### src/rtl/am2901_pkg.sv
// Shared microinstruction field encodings for the Am2901 ALU slice.
package am2901_pkg;

    typedef enum logic [2:0] {
        SrcAq, SrcAb, SrcZq, SrcZb, SrcZa, SrcDa, SrcDq, SrcDz
    } src_e;

    typedef enum logic [2:0] {
        FnAdd, FnSubr, FnSubs, FnOr, FnAnd, FnNotrs, FnExor, FnExnor
    } fn_e;

    typedef enum logic [2:0] {
        DstQreg, DstNop, DstRama, DstRamf, DstRamqd, DstRamd, DstRamqu, DstRamu
    } dst_e;

    localparam int unsigned RamDepth = 16;

endpackage

### src/rtl/am2901_ram.sv
// 16-word register file: asynchronous clear, two combinational read ports, one write port.
module am2901_ram #(
    parameter int unsigned W = 4
) (
    input  logic         clk,
    input  logic         rst_n,
    input  logic         we,
    input  logic [3:0]   addr_a,
    input  logic [3:0]   addr_b,
    input  logic [W-1:0] wdata,
    output logic [W-1:0] rdata_a,
    output logic [W-1:0] rdata_b
);
    import am2901_pkg::*;

    logic [W-1:0] mem_q [RamDepth];

    always_ff @(posedge clk or negedge rst_n) begin
        if (!rst_n) begin
            for (int k = 0; k < RamDepth; k++) begin
                mem_q[k] <= '0;
            end
        end else if (we) begin
            mem_q[addr_b] <= wdata;
        end
    end

    assign rdata_a = mem_q[addr_a];
    assign rdata_b = mem_q[addr_b];

endmodule

### src/rtl/am2901.sv
// Am2901 four-bit ALU slice: register file, Q register, 8-function ALU, RAM/Q shifters,
// and carry look-ahead generate/propagate for cascading.
module am2901 #(
    parameter int unsigned W = 4
) (
    input  logic         clk,
    input  logic         rst_n,
    input  logic         ce,
    input  logic [8:0]   i,
    input  logic [3:0]   a,
    input  logic [3:0]   b,
    input  logic [W-1:0] d,
    input  logic         cin,
    input  logic         ram0_in,
    input  logic         ram3_in,
    input  logic         q0_in,
    input  logic         q3_in,
    output logic         ram0_out,
    output logic         ram0_oe,
    output logic         ram3_out,
    output logic         ram3_oe,
    output logic         q0_out,
    output logic         q0_oe,
    output logic         q3_out,
    output logic         q3_oe,
    output logic [W-1:0] y,
    output logic         f3,
    output logic         f_zero,
    output logic         cn4,
    output logic         ovr,
    output logic         g_n,
    output logic         p_n
);
    import am2901_pkg::*;

    src_e src;
    fn_e  fn;
    dst_e dst;

    logic [W-1:0] q_q, q_d;
    logic         q_we;
    logic [W-1:0] ram_a, ram_b, ram_wdata;
    logic         ram_we;
    logic [W-1:0] r, s, rp, sp, f;
    logic [W:0]   sum;
    logic         arith, c_msb, gen;

    assign src = src_e'(i[2:0]);
    assign fn  = fn_e'(i[5:3]);
    assign dst = dst_e'(i[8:6]);

    am2901_ram #(.W(W)) u_ram (
        .clk     (clk),
        .rst_n   (rst_n),
        .we      (ram_we & ce),
        .addr_a  (a),
        .addr_b  (b),
        .wdata   (ram_wdata),
        .rdata_a (ram_a),
        .rdata_b (ram_b)
    );

    always_comb begin
        r = '0;
        s = '0;
        case (src)
            SrcAq: begin r = ram_a; s = q_q;   end
            SrcAb: begin r = ram_a; s = ram_b; end
            SrcZq: s = q_q;
            SrcZb: s = ram_b;
            SrcZa: s = ram_a;
            SrcDa: begin r = d; s = ram_a; end
            SrcDq: begin r = d; s = q_q;   end
            SrcDz: r = d;
        endcase
    end

    assign arith = (fn == FnAdd) || (fn == FnSubr) || (fn == FnSubs);
    assign rp    = (fn == FnSubr) ? ~r : r;
    assign sp    = (fn == FnSubs) ? ~s : s;
    assign sum   = {1'b0, rp} + {1'b0, sp} + {{W{1'b0}}, cin};
    // Carry into the MSB recovered from the MSB sum bit.
    assign c_msb = sum[W-1] ^ rp[W-1] ^ sp[W-1];

    always_comb begin
        gen = 1'b0;
        for (int k = 0; k < W; k++) begin
            gen = (rp[k] & sp[k]) | ((rp[k] | sp[k]) & gen);
        end
    end

    always_comb begin
        f = sum[W-1:0];
        case (fn)
            FnOr:    f = r | s;
            FnAnd:   f = r & s;
            FnNotrs: f = ~r & s;
            FnExor:  f = r ^ s;
            FnExnor: f = ~(r ^ s);
            default: f = sum[W-1:0];
        endcase
    end

    assign cn4    = arith & sum[W];
    assign ovr    = arith & (c_msb ^ sum[W]);
    assign g_n    = ~(arith & gen);
    assign p_n    = ~(arith & (&(rp | sp)));
    assign f3     = f[W-1];
    assign f_zero = (f == '0);

    always_comb begin
        y         = f;
        ram_we    = 1'b1;
        ram_wdata = f;
        q_we      = 1'b0;
        q_d       = q_q;
        case (dst)
            DstQreg: begin ram_we = 1'b0; q_we = 1'b1; q_d = f; end
            DstNop:  ram_we = 1'b0;
            DstRama: y = ram_a;
            DstRamf: ram_wdata = f;
            DstRamqd: begin
                ram_wdata = {ram3_in, f[W-1:1]};
                q_we      = 1'b1;
                q_d       = {q3_in, q_q[W-1:1]};
            end
            DstRamd: ram_wdata = {ram3_in, f[W-1:1]};
            DstRamqu: begin
                ram_wdata = {f[W-2:0], ram0_in};
                q_we      = 1'b1;
                q_d       = {q_q[W-2:0], q0_in};
            end
            DstRamu: ram_wdata = {f[W-2:0], ram0_in};
        endcase
    end

    // Shift-out drivers stay disabled while reset is held.
    assign ram0_oe  = rst_n & ((dst == DstRamqd) || (dst == DstRamd));
    assign q0_oe    = ram0_oe;
    assign ram3_oe  = rst_n & ((dst == DstRamqu) || (dst == DstRamu));
    assign q3_oe    = ram3_oe;
    assign ram0_out = f[0];
    assign ram3_out = f[W-1];
    assign q0_out   = q_q[0];
    assign q3_out   = q_q[W-1];

    always_ff @(posedge clk or negedge rst_n) begin
        if (!rst_n) begin
            q_q <= '0;
        end else if (ce && q_we) begin
            q_q <= q_d;
        end
    end

endmodule

### config.mk
export PLATFORM = sky130hd
export DESIGN_NAME = am2901
export DESIGN_NICKNAME = d
export VERILOG_FILES = /design/src/rtl/am2901_pkg.sv /design/src/rtl/am2901_ram.sv /design/src/rtl/am2901.sv
export SDC_FILE = /design/constraint.sdc
export NUM_CORES = 1
export LEC_CHECK = 0
export ABC_AREA = 1
export BUFFER_PORTS_ARGS = -buffer_cell sky130_fd_sc_hd__buf_2
export CAP_MARGIN = 20
export CORE_MARGIN = 2
export CORE_UTILIZATION = 58
export DETAILED_ROUTE_END_ITERATION = 12
export PLACE_DENSITY = 0.78
export SETUP_SLACK_MARGIN = 0.2
export SLEW_MARGIN = 15
export SYNTH_ARGS = -nofsm -noshare
export SYNTH_HDL_FRONTEND = slang
export SYNTH_SLANG_ARGS = --single-unit
export TNS_END_PERCENT = 100
### constraint.sdc
create_clock -name clk -period 13.45 [get_ports clk]
set_clock_uncertainty 0.2 [all_clocks]
set_input_delay 3.3625 -clock clk [delete_from_list [all_inputs] [get_ports clk]]
set_output_delay 3.3625 -clock clk [all_outputs]
set_load 0.005 [all_outputs]
==> results.yml <==
global_routing:
  grt_pass1_vias: 5089
  groute.usage.overall_pct: 31.4
  global_route.overflow_total: 0
  grt_antenna_before_repair: 0
  grt_max_degree: 69
  grt_first_pass_wirelength_mm: 24.8
finish:
  proportion_of_layout_cells_with_a_drive_suffix_above_1_pct: 10.3
  final-seq-area_um2: 1700
  n_antenna_cell: 0
  multiInputGateArea_um2: 3090
  final-instance-count-excl-fill: 1032
  synthToLayoutAreaGrowth_pct: 7.26
  finish.net_count: 959
  n_fill_cell: 849
synth:
  post_synth_inst_count: 886
  yosys.cell_types.count: 34
  synth.cell_area_um2: 5480
  postSynth.topFlopCell: "sky130_fd_sc_hd__dfrtp_1"
  flop_and_latch_count_out_of_synthesis: 68
  ys.warnings.count: 0
  mappedNetlistNets: 929
  synth-seq-area-share_pct: 31.1
  syn_avg_cell_area_um2: 6.18
  async_reset_ff_share_pct: 100
  synth-edff-count: 0
sta:
  setup-violations-final: 0
  min_period_ns: 10.62
  timing_hold_violations_final: 0
  finalHoldWorstSlack_ns: 0.287
  max-slew-margin-rel_pct: 42.4
  min_period_over_period_pct: 78.9
  tightest_slew_ns: 0.864
  maxSlewViolCount: 0
  setup-tns-final_ns: 0
  rsz_0062_raised_after_global_routing: "no"
  fmaxAchievable_ghz: 0.0942
  fin_ws_ns: 2.83
cts:
  cts.sink_count: 68
  clk_latency_ns: 0.36
  cts-resized-gates: 0
  clkTransAtPathRegs_ns: 0.08
  cts_htree_levels: 3
  clock_tree.buffer_depth: 2
  cts_hold_repair.buffers: 0
  cts_tree: "yes"
  root_buffer: "sky130_fd_sc_hd__clkbuf_8"
  numCtsBuffers: 9
  post_cts.repair.setup_buffers: 0
floorplan:
  placeableCoreArea_um2: 9200
  rows: 35
  floorplan.die_area_um2: 10200
  initial_core_util_pct: 59.6
  number_of_placed_i_o_pins: 47
  dieWidth_um: 101
  die_h_um: 101
critical_path:
  regToRegStartpoint: "u_ram.mem_q[56]"
  critical_path_peak_fanout: 55
  worst_setup_path_start_kind: "input pin"
  critical_path_arrival_ns: 7.05
  timing.critical_path.from: "b[0]"
  timing_worst_setup_path_type: "input pin to output port"
  cp_data_required_time_ns: 9.89
  crit_path_end_kind: "output port"
power_and_ir_drop:
  irDropWorstVdd_v: 0.000103
  totalPowerFinal_uw: 787
  power.density_nw_per_um2: 134
  p_leak_uw: 0.00332
placement:
  gpl.final_weighted_congestion: 1.11
  placed_cells: 1016
  numPortBuffers: 46
  dp.final_hpwl_mm: 11.7
  worst_setup_slack_post_dpl_ns: 2.89
drt:
  routed_wire_length_per_instance_um: 15.1
  drtPass1Iterations: 8
  ant_nets: 0
  drcViolationCount: 0
  totalWireLength_mm: 15.6
  initialDrtViolationCount: 656
  drt-vias-per-instance: 5.47
  via_count: 5646
flow_run:
  max_cap_viol_count: 0
min_path:
  timing.hold.worst.start: "u_ram.mem_q[5]"
  holdCritPathClass: "flop to flop"
run_status:
  result_of_the_run: "completed"
==> per-stage QoR <==
stage | utilization, % | area (µm²)
global placement | 61.1 | 5620
detailed placement | 61.1 | 5620
global route | 63.9 | 5880
floorplan | - | 5480
finish | 63.9 | 5880
CTS | 63.9 | 5880
==> area by class of cell <==
type,instances,area share (%)
clock inverter,5,1.81
clock buffer,11,2.58
timing repair buffer,47,4.05
multi-input combinational,670,52.6
inverter,120,7.67
sequential,68,29.0
tap,111,2.36
==> Yosys cell counts, types with 6 or more instances <==
| cell | number | share of area [%] |
|---|---|---|
| sky130_fd_sc_hd__inv_1 | 115 | 7.9 |
| sky130_fd_sc_hd__o21ai_1 | 7 | 0.64 |
| sky130_fd_sc_hd__nor2_1 | 43 | 2.9 |
| sky130_fd_sc_hd__nand2_2 | 7 | 0.80 |
| sky130_fd_sc_hd__o21ai_0 | 30 | 2.7 |
| sky130_fd_sc_hd__dfrtp_1 | 68 | 31 |
| sky130_fd_sc_hd__nand3_2 | 8 | 1.5 |
| sky130_fd_sc_hd__buf_2 | 6 | 0.55 |
| sky130_fd_sc_hd__buf_6 | 11 | 2.3 |
| sky130_fd_sc_hd__nand2_1 | 442 | 30 |
| sky130_fd_sc_hd__nor3_1 | 6 | 0.55 |
| sky130_fd_sc_hd__xor2_1 | 9 | 1.4 |
| sky130_fd_sc_hd__a21oi_1 | 7 | 0.64 |
| sky130_fd_sc_hd__ha_1 | 12 | 2.7 |
| sky130_fd_sc_hd__nand3_1 | 70 | 6.4 |
| sky130_fd_sc_hd__buf_4 | 8 | 1.1 |
==> registers in the layout (all words and copies together) (netlist names) <==
register	cells
q_q	4
u_ram.mem_q	64
==> where the power goes <==
group | internal, µW | total, µW | switching [µW]
clock | 134 | 217 | 83.6
combinational | 94.7 | 267 | 173
sequential | 255 | 302 | 47.1
total | 483 | 787 | 303
==> per-layer routing <==
layer / vias to the layer above / track usage (%) / wire length, µm
li1: 2765 / - / -
met1: 2570 / 43.9 / 6700
met2: 266 / 47.8 / 6990
met3: 45 / 6.63 / 1380
met4: 0 / 12.2 / 512
met5: - / 0 / 0
==> logic make-up after synthesis <==
kind of cell | Yosys count | synth area share [%]
simple gates | 583 | 44.1
buf+inv | 148 | 12.5
flops | 68 | 31.1
compound gates | 59 | 6.19
fa+ha+maj | 14 | 3.47
xor+xnor | 12 | 2.19
mux | 2 | 0.411
==> worst max-delay path, cell delays in order <==
cell	delay [ns]
sky130_fd_sc_hd__buf_2	0.64
sky130_fd_sc_hd__inv_2	0.30
sky130_fd_sc_hd__nand2_1	0.12
sky130_fd_sc_hd__nand2_1	0.06
sky130_fd_sc_hd__nand2_1	0.05
sky130_fd_sc_hd__nand2_1	0.05
sky130_fd_sc_hd__nand2_1	0.05
sky130_fd_sc_hd__nand2_1	0.05
sky130_fd_sc_hd__o21ai_1	0.16
sky130_fd_sc_hd__nand3_2	0.12
sky130_fd_sc_hd__xor2_1	0.19
sky130_fd_sc_hd__inv_1	0.10
sky130_fd_sc_hd__fa_1	0.45
sky130_fd_sc_hd__o21ai_0	0.23
sky130_fd_sc_hd__xor2_1	0.13
sky130_fd_sc_hd__or2_2	0.35
sky130_fd_sc_hd__a21boi_1	0.18
sky130_fd_sc_hd__mux2_2	0.29
sky130_fd_sc_hd__buf_2	0.12
==> placed cells by master, fill, tap and decap left out, types with 2 or more instances in the layout <==
cell type / n
sky130_fd_sc_hd__a211oi_1: 5
sky130_fd_sc_hd__a21boi_1: 2
sky130_fd_sc_hd__a21oi_1: 7
sky130_fd_sc_hd__a31oi_1: 4
sky130_fd_sc_hd__buf_2: 46
sky130_fd_sc_hd__bufinv_16: 3
sky130_fd_sc_hd__clkbuf_8: 11
sky130_fd_sc_hd__dfrtp_1: 68
sky130_fd_sc_hd__fa_1: 2
sky130_fd_sc_hd__ha_1: 12
sky130_fd_sc_hd__inv_1: 115
sky130_fd_sc_hd__inv_2: 5
sky130_fd_sc_hd__mux2_2: 2
sky130_fd_sc_hd__nand2_1: 442
sky130_fd_sc_hd__nand2_2: 7
sky130_fd_sc_hd__nand3_1: 70
sky130_fd_sc_hd__nand3_2: 8
sky130_fd_sc_hd__nand3_4: 4
sky130_fd_sc_hd__nor2_1: 43
sky130_fd_sc_hd__nor3_1: 6
sky130_fd_sc_hd__o21ai_0: 30
sky130_fd_sc_hd__o21ai_1: 7
sky130_fd_sc_hd__xor2_1: 9
sky130_fd_sc_hd__xor2_2: 2
==> final timing paths <==
kind	end	slack [ns]	depth (start not counted)
max	y[3]	2.83	19
min	u_ram.mem_q[5]	0.29	2
max reg2reg	u_ram.mem_q[55]	9.82	18
min reg2reg	u_ram.mem_q[5]	0.29	2
max in group asynchronous	q_q[0]	9.38	2
min in group asynchronous	u_ram.mem_q[12]	3.10	2
Power figures use the tool's default switching activity.
